<file path="src/rtl/uart_frame_receiver_pkg.sv">
`default_nettype none
// +----------------------------------------------------------------------+
// | Module   : uart_frame_receiver_pkg                                   |
// | Purpose  : Shared constants and byte-FSM state encoding for the UART |
// |            frame transmitter/receiver pair.                          |
// | Revision : 1.0 - initial release                                     |
// +----------------------------------------------------------------------+
package uart_frame_receiver_pkg;

  // Frame header bytes, first and second on the wire
  localparam logic [7:0] HDR0 = 8'hBA;
  localparam logic [7:0] HDR1 = 8'hFD;

  // Frame geometry: 11 bytes, first byte in the top bits
  localparam int FRAME_BYTES = 11;
  localparam int FRAME_W     = 88;

  // Byte-level serial state machine encoding
  typedef enum logic [1:0] {
    ST_IDLE  = 2'd0,
    ST_START = 2'd1,
    ST_DATA  = 2'd2,
    ST_STOP  = 2'd3
  } uart_state_t;

endpackage : uart_frame_receiver_pkg
`default_nettype wire

</file>
<file path="src/rtl/uart_rx_byte.sv">
`default_nettype none
// +----------------------------------------------------------------------+
// | Module   : uart_rx_byte                                              |
// | Purpose  : 8N1 serial byte receiver with 2-flop input synchronizer.  |
// | Ports    : clk          - system clock (rising edge)                 |
// |            rst          - asynchronous active-high reset             |
// |            rx_i         - asynchronous serial line, idle high        |
// |            byte_o       - last byte received with a good stop bit    |
// |            byte_valid_o - 1-cycle pulse when byte_o updates          |
// |            err_o        - 1-cycle pulse when the stop bit is low     |
// | Revision : 1.0 - initial release                                     |
// +----------------------------------------------------------------------+
module uart_rx_byte
  import uart_frame_receiver_pkg::*;
#(
  parameter int clkfreq  = 100000000,
  parameter int baudrate = 115200
) (
  input  logic       clk,
  input  logic       rst,
  input  logic       rx_i,
  output logic [7:0] byte_o,
  output logic       byte_valid_o,
  output logic       err_o
);

  localparam int c_BIT_LIM = clkfreq / baudrate;
  localparam int c_TMR_W   = (c_BIT_LIM > 1) ? $clog2(c_BIT_LIM) : 1;

  // Terminal counts: a full bit period and half a bit (to reach mid-bit)
  localparam logic [c_TMR_W-1:0] c_BIT_END  = c_TMR_W'(c_BIT_LIM - 1);
  localparam logic [c_TMR_W-1:0] c_HALF_END = c_TMR_W'((c_BIT_LIM / 2) - 1);

  logic               r_sync1;
  logic               r_sync2;
  logic               w_rx_s;
  uart_state_t        r_state;
  uart_state_t        w_state_next;
  logic [c_TMR_W-1:0] r_timer;
  logic [2:0]         r_bitcnt;
  logic [7:0]         r_shift;
  logic               w_timer_clr;
  logic               w_sample_bit;
  logic               w_stop_ok;
  logic               w_stop_bad;

  // Synchronizer flops reset to the idle line level so reset release
  // never looks like a start edge.
  always_ff @(posedge clk or posedge rst) begin
    if (rst) begin
      r_sync1 <= 1'b1;
      r_sync2 <= 1'b1;
    end else begin
      r_sync1 <= rx_i;
      r_sync2 <= r_sync1;
    end
  end

  assign w_rx_s = r_sync2;

  always_ff @(posedge clk or posedge rst) begin
    if (rst) begin
      r_state <= ST_IDLE;
    end else begin
      r_state <= w_state_next;
    end
  end

  always_comb begin
    w_state_next = r_state;
    w_timer_clr  = 1'b0;
    w_sample_bit = 1'b0;
    w_stop_ok    = 1'b0;
    w_stop_bad   = 1'b0;
    case (r_state)
      ST_IDLE: begin
        if (!w_rx_s) begin
          w_state_next = ST_START;
          w_timer_clr  = 1'b1;
        end
      end
      ST_START: begin
        // Mid start bit: a high line here means the falling edge was a glitch
        if (r_timer == c_HALF_END) begin
          w_timer_clr  = 1'b1;
          w_state_next = w_rx_s ? ST_IDLE : ST_DATA;
        end
      end
      ST_DATA: begin
        if (r_timer == c_BIT_END) begin
          w_timer_clr  = 1'b1;
          w_sample_bit = 1'b1;
          if (r_bitcnt == 3'd7) begin
            w_state_next = ST_STOP;
          end
        end
      end
      ST_STOP: begin
        // Leave mid stop bit so a back-to-back start edge is not missed
        if (r_timer == c_BIT_END) begin
          w_timer_clr  = 1'b1;
          w_state_next = ST_IDLE;
          w_stop_ok    = w_rx_s;
          w_stop_bad   = ~w_rx_s;
        end
      end
      default: begin
        w_state_next = ST_IDLE;
      end
    endcase
  end

  always_ff @(posedge clk or posedge rst) begin
    if (rst) begin
      r_timer      <= '0;
      r_bitcnt     <= 3'd0;
      r_shift      <= 8'h00;
      byte_o       <= 8'h00;
      byte_valid_o <= 1'b0;
      err_o        <= 1'b0;
    end else begin
      if (w_timer_clr || (r_state == ST_IDLE)) begin
        r_timer <= '0;
      end else begin
        r_timer <= r_timer + 1'b1;
      end

      if (r_state == ST_START) begin
        r_bitcnt <= 3'd0;
      end else if (w_sample_bit) begin
        r_bitcnt <= r_bitcnt + 3'd1;
      end

      if (w_sample_bit) begin
        r_shift[r_bitcnt] <= w_rx_s;
      end

      byte_valid_o <= w_stop_ok;
      err_o        <= w_stop_bad;
      if (w_stop_ok) begin
        byte_o <= r_shift;
      end
    end
  end

endmodule : uart_rx_byte
`default_nettype wire

</file>
<file path="src/rtl/uart_frame_receiver.sv">
`default_nettype none
// +----------------------------------------------------------------------+
// | Module   : uart_frame_receiver                                       |
// | Purpose  : Receives 8N1 bytes and assembles 11-byte frames that      |
// |            start with the header BA FD.                              |
// | Ports    : clk           - system clock (rising edge)                |
// |            rst           - asynchronous active-high reset            |
// |            rx_i          - asynchronous serial line, idle high       |
// |            byte_o        - last correctly received byte              |
// |            byte_valid_o  - 1-cycle pulse when byte_o updates         |
// |            frame_o       - last complete frame, first byte in MSBs   |
// |            frame_valid_o - 1-cycle pulse when frame_o updates        |
// |            err_o         - 1-cycle pulse on a framing error          |
// | Revision : 1.0 - initial release                                     |
// +----------------------------------------------------------------------+
module uart_frame_receiver
  import uart_frame_receiver_pkg::*;
#(
  parameter int clkfreq  = 100000000,
  parameter int baudrate = 115200
) (
  input  logic               clk,
  input  logic               rst,
  input  logic               rx_i,
  output logic [7:0]         byte_o,
  output logic               byte_valid_o,
  output logic [FRAME_W-1:0] frame_o,
  output logic               frame_valid_o,
  output logic               err_o
);

  localparam logic [3:0] c_LAST_IDX = 4'(FRAME_BYTES - 1);

  logic [3:0]         r_idx;
  logic [FRAME_W-1:0] r_buf;
  logic [3:0]         w_idx_next;
  logic               w_accept;
  logic               w_frame_done;
  logic [6:0]         w_lsb;

  uart_rx_byte #(
    .clkfreq  (clkfreq),
    .baudrate (baudrate)
  ) u_rx (
    .clk          (clk),
    .rst          (rst),
    .rx_i         (rx_i),
    .byte_o       (byte_o),
    .byte_valid_o (byte_valid_o),
    .err_o        (err_o)
  );

  // Byte k of the frame lives at bits [87-8k : 80-8k]
  assign w_lsb = 7'(FRAME_W - 8 - 8 * int'(r_idx));

  always_comb begin
    w_accept     = 1'b1;
    w_idx_next   = r_idx + 4'd1;
    w_frame_done = 1'b0;
    case (r_idx)
      4'd0: begin
        if (byte_o != HDR0) begin
          w_accept   = 1'b0;
          w_idx_next = 4'd0;
        end
      end
      4'd1: begin
        if (byte_o == HDR0) begin
          // A repeated first header byte may itself start the real frame;
          // byte 0 already holds HDR0, so just wait for HDR1 again.
          w_accept   = 1'b0;
          w_idx_next = 4'd1;
        end else if (byte_o != HDR1) begin
          w_accept   = 1'b0;
          w_idx_next = 4'd0;
        end
      end
      c_LAST_IDX: begin
        w_frame_done = 1'b1;
        w_idx_next   = 4'd0;
      end
      default: begin
      end
    endcase
  end

  always_ff @(posedge clk or posedge rst) begin
    if (rst) begin
      r_idx         <= 4'd0;
      r_buf         <= '0;
      frame_o       <= '0;
      frame_valid_o <= 1'b0;
    end else begin
      frame_valid_o <= 1'b0;
      if (err_o) begin
        r_idx <= 4'd0;
      end else if (byte_valid_o) begin
        if (w_accept) begin
          r_buf[w_lsb +: 8] <= byte_o;
        end
        r_idx <= w_idx_next;
        if (w_frame_done) begin
          // Last byte goes straight into the output so the frame appears
          // one cycle after its final byte_valid_o.
          frame_o       <= {r_buf[FRAME_W-1:8], byte_o};
          frame_valid_o <= 1'b1;
        end
      end
    end
  end

endmodule : uart_frame_receiver
`default_nettype wire

</file>
<file path="config.mk">
export PLATFORM = sky130hd
export DESIGN_NAME = uart_frame_receiver
export DESIGN_NICKNAME = d
export VERILOG_FILES = /design/src/rtl/uart_frame_receiver_pkg.sv /design/src/rtl/uart_rx_byte.sv /design/src/rtl/uart_frame_receiver.sv
export SDC_FILE = /design/constraint.sdc
export NUM_CORES = 1
export LEC_CHECK = 0
export CORE_MARGIN = 2
export CORE_UTILIZATION = 35
export DETAILED_ROUTE_END_ITERATION = 7
export PLACE_DENSITY_LB_ADDON = 0.15
export SYNTH_ARGS = -nofsm -noshare
export SYNTH_HDL_FRONTEND = slang
export SYNTH_HIERARCHICAL = 1
export SYNTH_SLANG_ARGS = --single-unit
</file>
<file path="constraint.sdc">
create_clock -name clk -period 7.9 [get_ports clk]
set_clock_uncertainty 0.15 [all_clocks]
set_input_delay 1.58 -clock clk [delete_from_list [all_inputs] [get_ports clk]]
set_output_delay 1.58 -clock clk [all_outputs]
set_load 0.005 [all_outputs]
</file>
== Word level (Yosys, flattened, before mapping) ==
Index checks and enable logic that the tools add are counted.

* Register bits: 216
* Input port bits: 3
* Output and inout bits: 99
* Logic and storage cells: 87

* Add/subtract/negate cells: 5
* Magnitude comparators: 2
* Equality and inequality tests: 16
* Shift operators: 2
* Muxes and demuxes: 37
* Bitwise logic cells: 2
* Reductions and logical operators: 10

{| class="wikitable"
|+ Operators with widths
! kind !! count
|-
| $bwmux W88 || 1
|-
| $shift A8 B9 Y88 const A || 1
|-
| $shiftx A8 B9 Y88 || 1
|-
| $mux W4 || 5
|-
| $mux W1 || 16
|-
| $ne A8 B8 Y1 const B || 2
|-
| $mux W2 || 6
|-
| $pmux W4 S3 || 1
|-
| $add A10 B1 Y10 const B || 1
|-
| $eq A10 B10 Y1 const B || 1
|-
| $eq A10 B9 Y1 const B || 1
|-
| $mux W10 || 1
|-
| $neg A7 Y9 || 1
|-
| $bwmux W8 || 1
|-
| $eq A8 B8 Y1 const B || 1
|-
| $ne A2 B1 Y1 const B || 4
|-
| $pmux W2 S4 || 1
|-
| $sub A7 B7 Y7 const A || 1
|-
| $mux W3 || 2
|-
| $reduce_and A3 Y1 || 2
|-
| $reduce_and A5 Y1 || 1
|-
| $add A4 B1 Y4 const B || 1
|-
| $eq A2 B2 Y1 const B || 2
|-
| $eq A4 B1 Y1 const B || 1
|-
| 17 further kinds || 19
|}

== Depth between registers and ports, before layout ==
* Depth in word-level cells: 6
* Depth in mapped cells: 10
* Mapped depth without buffers: 7

== Modules after synthesis ==
Netlist, hierarchy kept.

{| class="wikitable"
|+ By module, submodules not included
! module !! instances !! cells each !! area each (um2) !! sequential area each (um2)
|-
| uart_frame_receiver || 1 || 551 || 7,313.3 || 4,329.2
|-
| uart_rx_byte || 1 || 137 || 1,619.1 || 878.3
|}

== Least setup slack after synthesis ==
OpenSTA, ideal clock, no wires.

* Path type: register to register
* Start point: register r_idx[0]
* End point: register r_buf[74]
* Library setup time: 0.125 ns
* Data arrival time: 2.469 ns
* Data required time: 7.625 ns
* Setup slack: 5.156 ns
* Cell stages (with the launch flop): 10
* Buffers on the path: 2
* Period minus slack after synthesis: 2.744 ns
* Cell sequence: dfrtp_1 > buf_4 > inv_1 > ha_1 > nor2b_1 > o311ai_2 > nand2_2 > and4b_1 > buf_4 > mux2_2

* Cells in the longest elaborated chain, start to end: 4
* Elaborated cells on any way between the ends: 9
* Classes of those cells: add/sub: 2; eq/ne: 1; shift: 2; mux: 2; reduce/logical: 2

{| class="wikitable"
|+ RTL lines
! element !! RTL line !! source
|-
| start: declaration || uart_frame_receiver.sv:34 || <nowiki>logic [3:0] r_idx;</nowiki>
|-
| start signal: assignment || uart_frame_receiver.sv:101 || <nowiki>r_idx <= w_idx_next;</nowiki>
|-
| $sub A7 B7 Y7 || uart_frame_receiver.sv:54 || <nowiki>assign w_lsb = 7'(FRAME_W - 8 - 8 * int'(r_idx));</nowiki>
|-
| $neg A7 Y9 || uart_frame_receiver.sv:99 || <nowiki>r_buf[w_lsb +: 8] <= byte_o;</nowiki>
|-
| $shiftx A8 B9 Y88 / $shift A8 B9 Y88 (equally long branches) || uart_frame_receiver.sv:99 ||
|-
| $bwmux W88 || uart_frame_receiver.sv:99 ||
|-
| end signal: indexed assignment || uart_frame_receiver.sv:99 ||
|-
| end: declaration || uart_frame_receiver.sv:35 || <nowiki>logic [FRAME_W-1:0] r_buf;</nowiki>
|}

Parallel ways exist; a longest one is shown, timed or not.
A chain may end at the register's enable or synchronous reset.

== Worst setup path after layout ==
Ends and elaborated chain as after synthesis.

==> results.sh <==
export IMPL_irDropWorstVdd_v=0.000153
export IMPL_vias_per_cell=4.91
export IMPL_fin_ws_ps=4210
export IMPL_critPathRequiredTime_ps=8150
export IMPL_avgSynthCellArea_sq_um=13.0
export IMPL_synth_top_area_share_pct=57.7
export IMPL_hp_class="reg -> reg"
export IMPL_r2r_setup_slack_ps=4210
export IMPL_grt_max_degree=109
export IMPL_gp_congestion=0.777
export IMPL_cp_slowest_cell="dfrtp_1"
export IMPL_antenna_found_initial=0
export IMPL_rsz0062_at_grt="no"
export IMPL_synth_cell_types=52
export IMPL_critPathLaunchType="flop"
export IMPL_drive_gt1_share_pct=25.0
export IMPL_grt_overflow_total=0
export IMPL_yosysTopAreaCell="dfrtp_1"
export IMPL_clock_path_buffers=3
export IMPL_synthFlopType="dfrtp_1"
export IMPL_synth_most_common_cell="dfrtp_1"
export IMPL_r2r_end="r_buf[74]$_DFFE_PP0P_"
export IMPL_cts_buffers=24
export IMPL_cts_htree_levels=1
export IMPL_hold_buffers=0
export IMPL_place_ws_ps=3970
export IMPL_ys_top_cells_by_count="206 x dfrtp_1, 132 x mux2_2, 66 x nand2_1"
export IMPL_yosys_warnings=6
export IMPL_hold_viol=0
export IMPL_gr_usage_all_layers_pct=15.3
export IMPL_rr_startpoint="r_idx[0]$_DFFE_PP0P_"
export IMPL_arrival_ps=3940
export IMPL_die_w_um=164
export IMPL_grt_pass1_vias=5839
export IMPL_cts_tree="done"
export IMPL_synth_area_top_cells="dfrtp_1 58%, mux2_2 17%, mux2i_1 2.8%"
export IMPL_ant_nets=0
export IMPL_crit_path_end_kind="flop"
export IMPL_tns_ps=0
export IMPL_startpoint="r_idx[0]$_DFFE_PP0P_"
export IMPL_finalNetCount=811
export IMPL_cts_repair_resized=0
export IMPL_io_buffers=101
export IMPL_n_antenna_cell=0
export IMPL_setup_viol=0
export IMPL_synth_seq_area_share_pct=58.3
export IMPL_finalCoreUtilization_pct=44.1
export IMPL_vias=5607
export IMPL_period_minus_slack_ps=3690
export IMPL_fmaxAchievable_mhz=271
export IMPL_path_max_fanout=23
export IMPL_ctsRootBufferMaster="clkbuf_16"
export IMPL_drt_pre_antenna_iters=5
export IMPL_hpwlAfterDp_um=13500
export IMPL_path_class="reg -> reg"
export IMPL_worstMarginPinSlew_ps=984
export IMPL_cp_top_family="simple AND/OR/NAND/NOR gates"
export IMPL_die_area_sq_mm=0.0268
export IMPL_fp_row_count=58
export IMPL_finalMaxSlewViolations=0
export IMPL_clk_latency_ps=510
export IMPL_syn_num_nets=702
export IMPL_post_cts_buffers=0
export IMPL_endpoint="r_buf[74]$_DFFE_PP0P_"
export IMPL_clock_sinks=208
export IMPL_synth_seq_cells=208
export IMPL_dpl_cell_count=1101
export IMPL_area_growth_pct=23.9
export IMPL_path_cells="inv_1 > ha_1 > nor2b_1 > o311ai_2 > nand2_2 > and4b_1 > mux2_2"
export IMPL_synth_edff_count=0
export IMPL_clkTransAtPathRegs_ps=60
export IMPL_synthCells=688
export IMPL_path_depth=7
export IMPL_ys_async_sr_fraction_pct=100
export IMPL_mappedNetlistArea_sq_mm=0.00893
export IMPL_drt_total_wl_um=20000
export IMPL_grt_pass1_wl_um=32300
export IMPL_num_io_pins=102
export IMPL_p_leak_uw=0.00549
export IMPL_crit_buf_inv=1
export IMPL_worstRegToRegCells=7
export IMPL_cpPeakStageDelay_ps=770
export IMPL_finalCritPeriodShare_pct=46.7
export IMPL_drc=0
export IMPL_drt_iter0_drc=250
export IMPL_finalNonFillerCells=1143
export IMPL_p_per_area_mw_per_mm2=194
export IMPL_die_h_um=164
export IMPL_whs_ps=204
export IMPL_wire_per_inst_um=17.5
export IMPL_start_util_pct=35.6
export IMPL_maxCapViolCount=0
export IMPL_status="finished clean"
export IMPL_core_sq_mm=0.0251
export IMPL_slew_headroom_pct=34.1
registers in the layout (all words and copies together), names as in the netlist, named ones only:
register and count:
u_rx/r_sync2 1, u_rx/r_bitcnt 3, r_idx 4, r_buf 80, frame_o 88, u_rx/r_state 1, u_rx/err_o 1, u_rx/r_shift 8
u_rx/r_sync1 1, frame_valid_o 1, u_rx/r_timer 10, u_rx/byte_o 8, u_rx/byte_valid_o 1
through the flow:
stage	cell area (sq um)	power (uW)
final	11100	2150
after global routing	11100	2230
after CTS	11100	2190
after detailed placement	10300	1110
after global placement	10300	1110
after floorplan	8930	1100
cell usage in the layout, fill, tap and decap left out, types with 13 or more instances in the layout:
cell type | synthesis | routed
and3_1 | 31 | 31
clkdlybuf4s50_1 | 0 | 101
and2_1 | 13 | 13
mux2_2 | 132 | 132
nor2_1 | 21 | 21
o21ai_0 | 16 | 16
mux2i_1 | 25 | 25
inv_1 | 32 | 31
dfrtp_1 | 206 | 206
nand2_1 | 66 | 66
clkbuf_16 | 0 | 25
per-layer routing:
| layer | track usage (%) | routed length [um] | up-vias |
|---|---|---|---|
| met5 | 0 | 0 | - |
| met4 | 4.43 | 466 | 0 |
| met3 | 2.42 | 639 | 33 |
| met2 | 25.7 | 9930 | 88 |
| met1 | 20.5 | 8950 | 2865 |
| li1 | - | - | 2621 |
worst reg2reg max path, stage by stage, from the launching register on:
cell      delay, ps
dfrtp_1         770
inv_1           270
ha_1            550
nor2b_1         240
o311ai_2        360
nand2_2         250
and4b_1         590
mux2_2          390
power breakdown:
part           total (uW)  internal [uW]  switching, uW  leakage [uW]
Clock                1060            647            412      0.000372
Combinational        22.5           1.81           20.7       0.00223
Sequential           1070           1070          0.898       0.00289
Total                2150           1720            434       0.00549
final cells by class:
class | instances | area [sq um]
Clock buffer | 37 | 711
Clock inverter | 5 | 52.6
Fill cell | 2359 | 14000
Inverter | 33 | 129
Multi-Input combinational cell | 419 | 3470
Sequential cell | 208 | 5210
Tap cell | 330 | 413
Timing Repair Buffer | 111 | 1090
cell families (layout without fill, tap and decap cells):
kind of cell | after synthesis | after routing | synth area share, %
simple gates | 194 | 194 | 12.5
compound gates | 36 | 36 | 2.94
fa+ha+maj | 11 | 11 | 1.54
xor+xnor | 9 | 9 | 0.883
buf+inv | 61 | 186 | 2.87
mux | 169 | 169 | 21.0
flops | 208 | 208 | 58.3
worst min path at each step:
| stage | startpoint | end | slack [ps] | depth (start not counted) |
|---|---|---|---|---|
| finish | u_rx/r_sync1$_DFF_PP1_ | u_rx/r_sync2$_DFF_PP1_ | 200 | 0 |
| global route | u_rx/r_sync1$_DFF_PP1_ | u_rx/r_sync2$_DFF_PP1_ | 210 | 0 |
| CTS | u_rx/r_sync1$_DFF_PP1_ | u_rx/r_sync2$_DFF_PP1_ | 210 | 0 |
| detailed placement | u_rx/r_sync1$_DFF_PP1_ | u_rx/r_sync2$_DFF_PP1_ | 200 | 0 |
| global placement | u_rx/r_sync1$_DFF_PP1_ | u_rx/r_sync2$_DFF_PP1_ | 200 | 0 |
| floorplan | u_rx/r_sync1$_DFF_PP1_ | u_rx/r_sync2$_DFF_PP1_ | 200 | 0 |
No activity file was read; power rests on OpenSTA's default activity.
